## src/rtl/frame_seq_ctrl.sv

```systemverilog
// Frame sequencer: aligns runs to vsync boundaries, rotates the source buffer and shadows the mode per frame.
// Define FRAME_CHECK_EN to build the line/frame geometry checker (err_short/err_long); otherwise both read 0.
module frame_seq_ctrl #(
   parameter int NUM_SRC = 3,
   parameter int H_ACT   = 1280,
   parameter int V_ACT   = 720,
   parameter bit VS_POL  = 1'b1,
   parameter int CNT_W   = 12,
   localparam int SRC_W  = (NUM_SRC > 1) ? $clog2(NUM_SRC) : 1
) (
   input  logic             clk,
   input  logic             rst,
   input  logic             in_vsync,
   input  logic             in_hsync,
   input  logic             in_de,
   input  logic             start,
   input  logic             stop,
   input  logic [1:0]       cfg_mode,
   input  logic [CNT_W-1:0] cfg_frames,
   output logic             busy,
   output logic [SRC_W-1:0] src_sel,
   output logic [1:0]       mode,
   output logic [CNT_W-1:0] frame_cnt,
   output logic             frame_done,
   output logic             err_short,
   output logic             err_long
);

   // state    | meaning
   // S_IDLE   | no run; outputs hold, waiting for start
   // S_ARM    | run accepted, waiting for the first frame boundary
   // S_ACTIVE | counting frames, one frame_done per boundary
   typedef enum logic [1:0] {S_IDLE, S_ARM, S_ACTIVE} state_t;

   state_t           state_q, state_d;
   logic             vs_q, vs_n, fb;
   logic             stop_pend_q, stop_pend_d;
   logic [CNT_W-1:0] frames_q, frames_d;
   logic [CNT_W-1:0] frame_cnt_q, frame_cnt_d, cnt_inc;
   logic [SRC_W-1:0] src_q, src_d;
   logic [1:0]       mode_q, mode_d;
   logic             done_q, done_d;
   logic             clr_err, geo_clr;
   logic             unused_ok;

   assign vs_n    = VS_POL ? in_vsync : ~in_vsync;
   assign fb      = vs_q & ~vs_n;
   assign cnt_inc = frame_cnt_q + 1'b1;

   always_comb begin
      state_d     = state_q;
      stop_pend_d = stop_pend_q;
      frames_d    = frames_q;
      frame_cnt_d = frame_cnt_q;
      src_d       = src_q;
      mode_d      = mode_q;
      done_d      = 1'b0;
      clr_err     = 1'b0;
      geo_clr     = 1'b0;
      case (state_q)
         S_IDLE: begin
            if (start) begin
               frames_d    = cfg_frames;
               mode_d      = cfg_mode;
               frame_cnt_d = '0;
               src_d       = '0;
               stop_pend_d = 1'b0;
               clr_err     = 1'b1;
               state_d     = S_ARM;
            end
         end
         S_ARM: begin
            if (stop) stop_pend_d = 1'b1;
            if (fb) begin
               geo_clr = 1'b1;
               state_d = S_ACTIVE;
            end
         end
         S_ACTIVE: begin
            if (stop) stop_pend_d = 1'b1;
            if (fb) begin
               done_d      = 1'b1;
               frame_cnt_d = cnt_inc;
               // the finishing boundary leaves src_sel/mode on the last frame's values
               if (stop_pend_q || stop || (frames_q != '0 && cnt_inc == frames_q)) begin
                  stop_pend_d = 1'b0;
                  state_d     = S_IDLE;
               end else begin
                  src_d  = (src_q == SRC_W'(NUM_SRC - 1)) ? '0 : src_q + 1'b1;
                  mode_d = cfg_mode;
               end
            end
         end
         default: state_d = S_IDLE;
      endcase
   end

   always_ff @(posedge clk) begin
      if (rst) begin
         state_q     <= S_IDLE;
         vs_q        <= 1'b0;
         stop_pend_q <= 1'b0;
         frames_q    <= '0;
         frame_cnt_q <= '0;
         src_q       <= '0;
         mode_q      <= 2'b00;
         done_q      <= 1'b0;
      end else begin
         state_q     <= state_d;
         vs_q        <= vs_n;
         stop_pend_q <= stop_pend_d;
         frames_q    <= frames_d;
         frame_cnt_q <= frame_cnt_d;
         src_q       <= src_d;
         mode_q      <= mode_d;
         done_q      <= done_d;
      end
   end

`ifdef FRAME_CHECK_EN
   logic             de_q, de_fall;
   logic [CNT_W-1:0] pix_q, pix_d, line_q, line_d, line_eff;
   logic             es_q, es_d, el_q, el_d;

   assign de_fall  = de_q & ~in_de;
   // a line ending on the boundary cycle still belongs to the closing frame
   assign line_eff = (de_fall && line_q != '1) ? line_q + 1'b1 : line_q;

   always_comb begin
      pix_d  = pix_q;
      line_d = line_q;
      es_d   = es_q;
      el_d   = el_q;
      if (clr_err) begin
         es_d = 1'b0;
         el_d = 1'b0;
      end
      if (geo_clr) begin
         pix_d  = '0;
         line_d = '0;
      end else if (state_q == S_ACTIVE) begin
         if (in_de && pix_q != '1) pix_d = pix_q + 1'b1;
         if (de_fall) begin
            if (pix_q < CNT_W'(H_ACT)) es_d = 1'b1;
            if (pix_q > CNT_W'(H_ACT)) el_d = 1'b1;
            pix_d  = '0;
            line_d = line_eff;
         end
         if (fb) begin
            if (line_eff < CNT_W'(V_ACT)) es_d = 1'b1;
            if (line_eff > CNT_W'(V_ACT)) el_d = 1'b1;
            line_d = '0;
         end
      end
   end

   always_ff @(posedge clk) begin
      if (rst) begin
         de_q   <= 1'b0;
         pix_q  <= '0;
         line_q <= '0;
         es_q   <= 1'b0;
         el_q   <= 1'b0;
      end else begin
         de_q   <= in_de;
         pix_q  <= pix_d;
         line_q <= line_d;
         es_q   <= es_d;
         el_q   <= el_d;
      end
   end

   assign err_short = es_q;
   assign err_long  = el_q;
`else
   assign err_short = 1'b0;
   assign err_long  = 1'b0;
`endif

   // hsync is observed only; de and the checker strobes go unused without the checker
   assign unused_ok = ^{in_hsync, in_de, clr_err, geo_clr};

   assign busy       = (state_q != S_IDLE);
   assign src_sel    = src_q;
   assign mode       = mode_q;
   assign frame_cnt  = frame_cnt_q;
   assign frame_done = done_q;

endmodule

```

## config.mk

```make
export PLATFORM = sky130hd
export DESIGN_NAME = frame_seq_ctrl
export DESIGN_NICKNAME = d
export VERILOG_FILES = /design/src/rtl/frame_seq_ctrl.sv
export SDC_FILE = /design/constraint.sdc
export NUM_CORES = 1
export LEC_CHECK = 0
export BUFFER_PORTS_ARGS = -buffer_cell sky130_fd_sc_hd__buf_2
export CORE_ASPECT_RATIO = 0.7
export CORE_MARGIN = 2
export CORE_UTILIZATION = 58
export CTS_CLUSTER_DIAMETER = 200
export DETAILED_ROUTE_END_ITERATION = 12
export GPL_ROUTABILITY_DRIVEN = 0
export PLACE_DENSITY = 0.84
export SLEW_MARGIN = 20
export SYNTH_ARGS = -nofsm -noshare
export SYNTH_HDL_FRONTEND = slang
export SYNTH_SLANG_ARGS = --single-unit
```

## constraint.sdc

```tcl
create_clock -name clk -period 3.9 [get_ports clk]
set_input_delay 0.39 -clock clk [delete_from_list [all_inputs] [get_ports clk]]
set_output_delay 0.39 -clock clk [all_outputs]
set_load 0.01 [all_outputs]
```

==> metrics, run 1 <==
status=finished, final reports clean; Power Internal=0.000743 W; Overflow after GRT=0; # rows=17; mapped cell area=1910 sq um; hold crit path type=in -> reg; cts repair resizes=0; Initial Util=60.7%; Clock Power Share=29.2%; syn avg cell area=8.17 sq um; post-synthesis simple-gate area fraction=27.0%; Post-Synth Adder-Cell Area=4.58%; Filler Cell Count=273; I/O pin count=41; endpoints failing hold=0; Die ar.=3780 sq um; CP Class=reg -> reg; leak pwr=0.932 nW; CP Launch Type=register; Slew headroom=53.2%; number of remaining DRC errors=0; # Post-CTS Setup Buffers=0; wire per inst=13.9 um; Die X=72.6 um; Core Box Area=3150 sq um; critical-path cell list=ha_1 -> nand3_1 -> xnor2_1 -> o2111ai_1 -> nor4_2 -> o2111ai_2 -> a31oi_4 -> mux2i_1; Psw=0.000399 W; cells after synthesis=234; Post-synth top flop=dfxtp_1; RSZ-0062 raised after global routing=no; CTS Buf Count=5; Crit path largest cell delay=0.52 ns; DR vias/cell=5.61; Max Cap Viol=0; Area Growth Syn to Fin=14.3%; ys async rst share=0%; CP max stage cell=dfxtp_1; Hold WS=0.330 ns; Pins Over Slew Limit=0; initial drt markers=161; VDD IR max=0.000337 V; Die Span Y=52.0 um; Root Driver=clkbuf_8; Clock Sink Count=33; PortBufs=36; Final setup viols=0; Worst-path clk slew=0.07 ns; Synth Warn #=0; CTS tree=done; main combinational cell family by area after synthesis=simple AND/OR/NAND/NOR gates; Worst-Skew Late Latency=0.29 ns; vias in the first global route=1,542; Max Fclk=425 MHz; sw frac=34.9%; final period utilization=60.3%; hold_buf cts=0; Post-synth EDFFs=0; global-route wire length before repair=6.94 mm; share of cells above drive strength 1=20.4%; required time of the critical path=4.12 ns; post-route setup TNS=0 ns; Synth Area in Compound Gates=17.4%; Layout Skew=0.00638 ns; clock buffer depth=2; Vias=1,699; power share of the combinational group=34.4%; library cells used by synthesis=44; mux share of post-synthesis cell area=2.09%; Pwr Density=522 nW/um^2; Flop pwr share=36.4%; number of antenna violations at the first check in global routing=0; Post-Synth XOR/XNOR Area=9.16%; final WL=4.21 mm; flip-flop and latch area=661 sq um; largest net degree at the start of global routing=38; Seq/Total Area, Yosys=34.6%; Antenna Cells=0; Crit Path Max Fanout=9; nature of the critical path endpoint=register; Final ANT Viol Nets=0; Final #Nets=292; min Tclk post-route=2.35 ns; worst path arrival time=2.58 ns; total track usage=24.4%; area of the multi-input gates=1160 sq um; Yosys reg bits=33; H-tree levels=2; first-pass iteration count of the detailed router=4; placed wire-length estimate=2.95 mm; worst-margin pin slew=0.700 ns
==> flip-flops by register name (all words and copies together), names as in the netlist <==
register / flops
frame_cnt: 12
frames_q: 12
mode: 2
src_sel: 2
state_q: 2
frame_done: 1
stop_pend_q: 1
vs_q: 1
==> area by class of cell <==
type                       instances  share of cell area, %
inverter                           6                   1.03
clock inverter                     1                   1.37
timing repair buffer              36                   8.24
tap                               38                   2.18
clock buffer                       7                   3.95
sequential                        33                   30.2
multi-input combinational        182                   53.0
==> cells by family after synthesis <==
family | Yosys count
compound gates | 53
mux | 4
buf+inv | 20
other cells | 1
simple gates | 96
flops | 33
fa+ha+maj | 7
xor+xnor | 20
==> synth_stat cells (2+ instances only) <==
cell | n | area (sq um)
nand2b_1 | 12 | 75.1
buf_4 | 3 | 22.5
nor3_1 | 3 | 15.0
nor2b_1 | 5 | 31.3
xor2_1 | 10 | 87.6
a21oi_1 | 29 | 145
a31oi_1 | 2 | 12.5
inv_1 | 6 | 22.5
buf_1 | 2 | 7.51
dfxtp_1 | 33 | 661
buf_2 | 2 | 10.0
or3_1 | 3 | 18.8
nor2_1 | 15 | 56.3
nand4_1 | 2 | 12.5
xnor2_1 | 10 | 87.6
o21ai_0 | 12 | 60.1
and4_1 | 3 | 26.3
nand4_2 | 2 | 25.0
nor4_1 | 6 | 37.5
nand3_1 | 9 | 45.0
clkbuf_1 | 6 | 22.5
nand2_1 | 28 | 105
ha_1 | 7 | 87.6
mux2i_1 | 4 | 40.0
==> through the flow <==
stage	util (%)	total power, W	setup slack [ns]	std cells	instance area, sq um
after global placement	65.7	0.000796	1.68	295	2070
after CTS	69.4	0.00114	1.57	303	2190
after floorplan	-	0.000722	1.80	235	1920
after global routing	69.4	0.00121	1.38	303	2190
after detailed placement	65.7	0.000808	1.65	295	2070
final	69.4	0.00114	1.55	303	2190
==> layout by cell type, fill, tap and decap left out, types with 3 or more instances in the layout <==
cell type  Yosys  routed
a21oi_1       29      29
and4_1         3       3
buf_2          2      36
clkbuf_8       0       6
dfxtp_1       33      33
ha_1           7       7
inv_1          6       6
mux2i_1        4       4
nand2_1       28      28
nand2b_1      12      12
nand3_1        9       9
nor2_1        15      15
nor2b_1        5       5
nor3_1         3       3
nor4_1         6       6
o21ai_0       12      12
or3_1          3       3
xnor2_1       10      10
xor2_1        10      10
==> critical path: cells and delay by family (launching register included) <==
family,cells,cell delay [ns]
muxes,1,0.19
and+or+nand+nor,2,0.38
AOI/OAI and AO/OA,3,0.68
adders and majority gates,1,0.33
DFF,1,0.52
xor gates and xnor gates,1,0.18
==> routing by layer <==
layer	global-route usage, %	vias up	wire, um
met2	36.1	57	1760
li1	-	869	-
met3	5.81	8	284
met5	0	-	0
met4	11.1	0	56
met1	33.7	765	2110
==> power groups by stage <==
stage                     Sequential (W)  Clock, W  Combinational (W)
final                           0.000416  0.000334           0.000392
after global routing            0.000421  0.000350           0.000442
after CTS                       0.000415  0.000335           0.000388
after detailed placement        0.000423         0           0.000385
after global placement          0.000421         0           0.000375
after floorplan                 0.000418         0           0.000304
==> path summary, 6_finish.rpt <==
kind | from | endpoint | slack (ns) | depth (start not counted)
min | cfg_frames[8] | frames_q[8] | 0.33 | 3
max reg2reg | frame_cnt[0] | state_q[1] | 1.55 | 8
min reg2reg | mode[1] | mode[1] | 0.47 | 2
max | frame_cnt[0] | state_q[1] | 1.55 | 8
Power figures use the tool's default switching activity.
==> run 2: changes to the inputs <==
--- a/config.mk
+++ b/config.mk
@@ -8,11 +8,11 @@
 export BUFFER_PORTS_ARGS = -buffer_cell sky130_fd_sc_hd__buf_2
 export CORE_ASPECT_RATIO = 0.7
 export CORE_MARGIN = 2
-export CORE_UTILIZATION = 58
+export CORE_UTILIZATION = 49
 export CTS_CLUSTER_DIAMETER = 200
 export DETAILED_ROUTE_END_ITERATION = 12
 export GPL_ROUTABILITY_DRIVEN = 0
-export PLACE_DENSITY = 0.84
+export PLACE_DENSITY = 0.76
 export SLEW_MARGIN = 20
 export SYNTH_ARGS = -nofsm -noshare
 export SYNTH_HDL_FRONTEND = slang
==> constraint.sdc (replaced) <==
create_clock -name clk -period 1.9 [get_ports clk]
set_input_delay 0.19 -clock clk [delete_from_list [all_inputs] [get_ports clk]]
set_output_delay 0.19 -clock clk [all_outputs]
set_load 0.01 [all_outputs]
==> metrics, run 2 (synthesis gave the netlist of run 1 again) <==
status=finished with violations; failing checks=negative setup slack; Clock Sink Count=33; nature of the critical path endpoint=register; Final Cell Area=2540 sq um; DR vias/cell=5.47; Final setup viols=6; H-tree levels=2; worst reg-to-reg setup slack=-0.18 ns; Worst Reg-to-Reg Cells=6; Die Span Y=56.3 um; CP Launch Type=register; crit path from=frame_cnt[1]; Root Driver=clkbuf_8; commonest cells after routing, fill and taps aside=buf_2, buf_4, nand2_1, a21oi_1, dfxtp_1; Placed Area=2320 sq um; Die ar.=4430 sq um; Max Cap Viol=0; vias in the first global route=1,609; global-route wire length before repair=7.63 mm; r2r endpoint=state_q[1]; PortBufs=36; Crit path largest cell delay=0.50 ns; Core Box Area=3630 sq um; CP Depth=6; Area Growth Syn to Fin=32.8%; clock buffer depth=2; final WL=4.93 mm; end point of the critical path=state_q[1]; min Tclk post-route=2.08 ns; number of antenna violations at the first check in global routing=0; most common cell after layout, fill and taps aside=buf_2; worst path buffer plus inverter count=0; RSZ-0062 raised after global routing=yes; worst path arrival time=2.29 ns; critical-path cell list=ha_4 -> nand3_1 -> o41ai_1 -> o2111ai_2 -> a31oi_4 -> mux2i_1; Final ANT Viol Nets=0; Crit Path Max Fanout=6; largest net degree at the start of global routing=37; Worst-path clk slew=0.06 ns; fin worst setup slack=-0.180 ns; CP max stage cell=o41ai_1; total track usage=22.1%; Worst-Skew Late Latency=0.29 ns; Antenna Cells=0; share of cells above drive strength 1=34.8%; Die X=78.7 um; Initial Util=52.7%; required time of the critical path=2.11 ns; number of remaining DRC errors=0; leak pwr=1.11 nW; final period utilization=109%; first-pass iteration count of the detailed router=5; Hold WS=0.135 ns; # rows=18; Layout Skew=0.00724 ns; Final #Nets=327; endpoints failing hold=0; CP Class=reg -> reg; Crit Reg-Reg Startpoint=frame_cnt[1]; Vias=1,910; I/O pin count=41; CTS tree=done; Max Fclk=481 MHz; CTS Buf Count=5; placed wire-length estimate=3.40 mm; hold crit path type=in -> reg; Pwr Density=970 nW/um^2; VDD IR max=0.000756 V; Pins Over Slew Limit=0; wire per inst=14.1 um; critical path's top delay family=compound AO/OA/AOI/OAI gates; Overflow after GRT=0; initial drt markers=143
[run 2: worst min path at each step]
stage,startpoint,to,slack [ns],cells after the start
3_5_place_dp,cfg_frames[7],frames_q[7],0.43,3
3_3_place_gp,cfg_frames[8],frames_q[8],0.43,3
6_report,cfg_frames[7],frames_q[7],0.13,3
4_1_cts,cfg_frames[7],frames_q[7],0.13,3
2_1_floorplan,in_vsync,vs_q,0.32,1
5_1_grt,cfg_frames[7],frames_q[7],0.15,3
[run 2: repair_timing]
action / 4_1_cts / 5_1_grt
endpoints found under the setup margin: 6 / 11
cloned: 0 / 1
hold buffers: 0 / 0
buffers inserted: 0 / 5
pin swaps: 1 / 4
gates resized for setup: 5 / 15
[run 2: area by class of cell]
| type | instances | area [sq um] |
|---|---|---|
| clock buffers | 5 | 68.8 |
| clock inverters | 2 | 35.0 |
| fillers | 302 | 1090 |
| inverters | 6 | 22.5 |
| multi-input cells | 182 | 1230 |
| flip-flops and latches | 33 | 677 |
| well taps | 50 | 62.6 |
| repair buffers | 71 | 445 |
[run 2: through the flow]
step	TNS, ns	setup WS (ns)	utilization [%]	cells	power (W)
floorplan	0	0.00942	-	235	0.00148
global placement	-0.150	-0.0415	63.9	336	0.00173
detailed placement	-0.320	-0.0847	63.9	336	0.00177
CTS	-0.262	-0.0782	67.0	343	0.00240
global route	-1.30	-0.230	70.0	349	0.00261
finish	-0.834	-0.180	70.0	349	0.00246
[run 2: metal layers]
| layer | global-route usage [%] | vias up | wire [um] |
|---|---|---|---|
| met3 | 4.98 | 8 | 366 |
| met4 | 9.02 | 0 | 72 |
| met5 | 0 | - | 0 |
| met1 | 33.9 | 883 | 2390 |
| li1 | - | 938 | - |
| met2 | 29.1 | 81 | 2100 |
[run 2: tightest hold or removal path: stages]
cell	delay, ns
buf_2	0.09
nand2_1	0.04
a21oi_1	0.05
[run 2: where the power goes]
group / total, W / leakage [nW] / internal, W / switching (W)
registers: 0.000848 / 0.273 / 0.000775 / 0.0000737
logic: 0.000985 / 0.788 / 0.000427 / 0.000559
clock network: 0.000629 / 0.0540 / 0.000381 / 0.000248
==> run 3: changes to the inputs <==
--- a/config.mk
+++ b/config.mk
@@ -12,7 +12,7 @@
 export CTS_CLUSTER_DIAMETER = 200
 export DETAILED_ROUTE_END_ITERATION = 12
 export GPL_ROUTABILITY_DRIVEN = 0
-export PLACE_DENSITY = 0.76
+export PLACE_DENSITY_LB_ADDON = 0.1
 export SLEW_MARGIN = 20
 export SYNTH_ARGS = -nofsm -noshare
 export SYNTH_HDL_FRONTEND = slang
==> metrics, run 3 (synthesis gave the netlist of run 1 again) <==
Root Driver=clkbuf_8; total track usage=23.3%; Die X=78.7 um; I/O pin count=41; number of remaining DRC errors=0; Layout Cells excl Fill=350; Overflow after GRT=0; Die ar.=4430 sq um; hold_buf cts=0; Pins Over Slew Limit=0; Die Span Y=56.3 um; CTS Buf Count=5; fin worst setup slack=-0.139 ns; Hold WS=0.136 ns; final period utilization=107%; placed wire-length estimate=3.46 mm; Placed Area=2340 sq um; leak pwr=1.12 nW; DR vias/cell=5.23; Initial Util=52.7%; Worst-Skew Late Latency=0.29 ns; status=finished with violations; number of antenna violations at the first check in global routing=0; critical path's top delay family=compound AO/OA/AOI/OAI gates; H-tree levels=2; # rows=18; PortBufs=36; first-pass iteration count of the detailed router=4; Crit Path Max Fanout=6; Crit path largest cell delay=0.38 ns; Max Cap Viol=0; Max Fclk=490 MHz; worst path arrival time=2.25 ns; global-route wire length before repair=8.07 mm; failing checks=negative setup slack; Vias=1,829; Pwr Density=984 nW/um^2; Clock Sink Count=33; CP max stage cell=dfxtp_4; endpoints failing hold=0; nature of the critical path endpoint=register; Worst-path clk slew=0.08 ns; Final ANT Viol Nets=0; Final setup viols=6; hold crit path type=in -> reg; largest net degree at the start of global routing=37; CP Launch Type=register; VDD IR max=0.000782 V; CTS tree=done; Core Box Area=3630 sq um; wire per inst=13.7 um; critical-path cell list=ha_4 -> xor2_2 -> xnor2_1 -> nand3_1 -> nor4_2 -> o2111ai_2 -> a31oi_4 -> mux2i_1; commonest cells after routing, fill and taps aside=buf_2, buf_4, a21oi_1, nand2_1, dfxtp_1; min Tclk post-route=2.04 ns; initial drt markers=111; most common cell after layout, fill and taps aside=buf_2; final WL=4.79 mm; Cells after DPL=339; Layout Skew=0.0129 ns; vias in the first global route=1,648; worst path buffer plus inverter count=0; Area Growth Syn to Fin=33.6%; Antenna Cells=0; Final Cell Area=2550 sq um; required time of the critical path=2.12 ns; Final #Nets=327; share of cells above drive strength 1=35.0%; RSZ-0062 raised after global routing=yes; clock buffer depth=2; CP Class=reg -> reg
## run 3: changes by cell type in the layout (fill, tap and decap cells not counted), moves of 2 or more
cell	before	now
buf_2	38	36
buf_4	31	35
buf_6	2	0
o21ai_0	10	12
o21ai_1	2	0
## run 3: routing by layer
layer,global-route usage [%],routed length (um),vias up
met1,35.6,2510,838
met3,5.31,232,5
met5,0,0,-
met2,31.9,2000,45
met4,7.52,48,0
li1,-,-,941
## run 3: worst min-delay path, delay by kind of cell
kind | cells | cell delay, ns
simple gates | 1 | 0.04
compound gates | 1 | 0.05
buf+inv | 1 | 0.09
## run 3: final timing paths
| kind | startpoint | to | slack (ns) | depth (start not counted) |
|---|---|---|---|---|
| hold / removal | cfg_frames[9] | frames_q[9] | 0.14 | 3 |
| setup reg to reg | frame_cnt[1] | state_q[0] | -0.14 | 8 |
| setup / recovery | frame_cnt[1] | state_q[0] | -0.14 | 8 |
| hold reg to reg | mode[0] | mode[0] | 0.48 | 2 |
## run 3: power breakdown
part	internal [W]	total [W]	switching [W]
registers	0.000774	0.000849	0.0000746
logic	0.000420	0.000964	0.000544
clock network	0.000426	0.000700	0.000274
total	0.00162	0.00251	0.000893
## run 3: area by class of cell
class / count / area, sq um
sequential: 33 / 673
tap: 50 / 62.6
fill: 321 / 1070
timing repair buffer: 71 / 443
inverter: 6 / 22.5
multi-input combinational: 182 / 1230
clock buffer: 6 / 82.6
clock inverter: 2 / 37.5
## run 3: metrics by stage
stage	utilization, %	worst slack (ns)	setup TNS [ns]	total power [W]
global placement	64.6	-0.0566	-0.224	0.00174
CTS	68.7	-0.127	-0.643	0.00249
finish	70.5	-0.139	-0.698	0.00251
global route	70.5	-0.273	-1.83	0.00268
detailed placement	64.6	-0.107	-0.512	0.00177
floorplan	-	0.00942	0	0.00148
## run 3: timing repair
item | 4_1_cts | 5_1_grt
resized for setup | 4 | 11
pin swaps | 2 | 3
setup endpoints to repair | 7 | 11
buffers inserted | 1 | 2
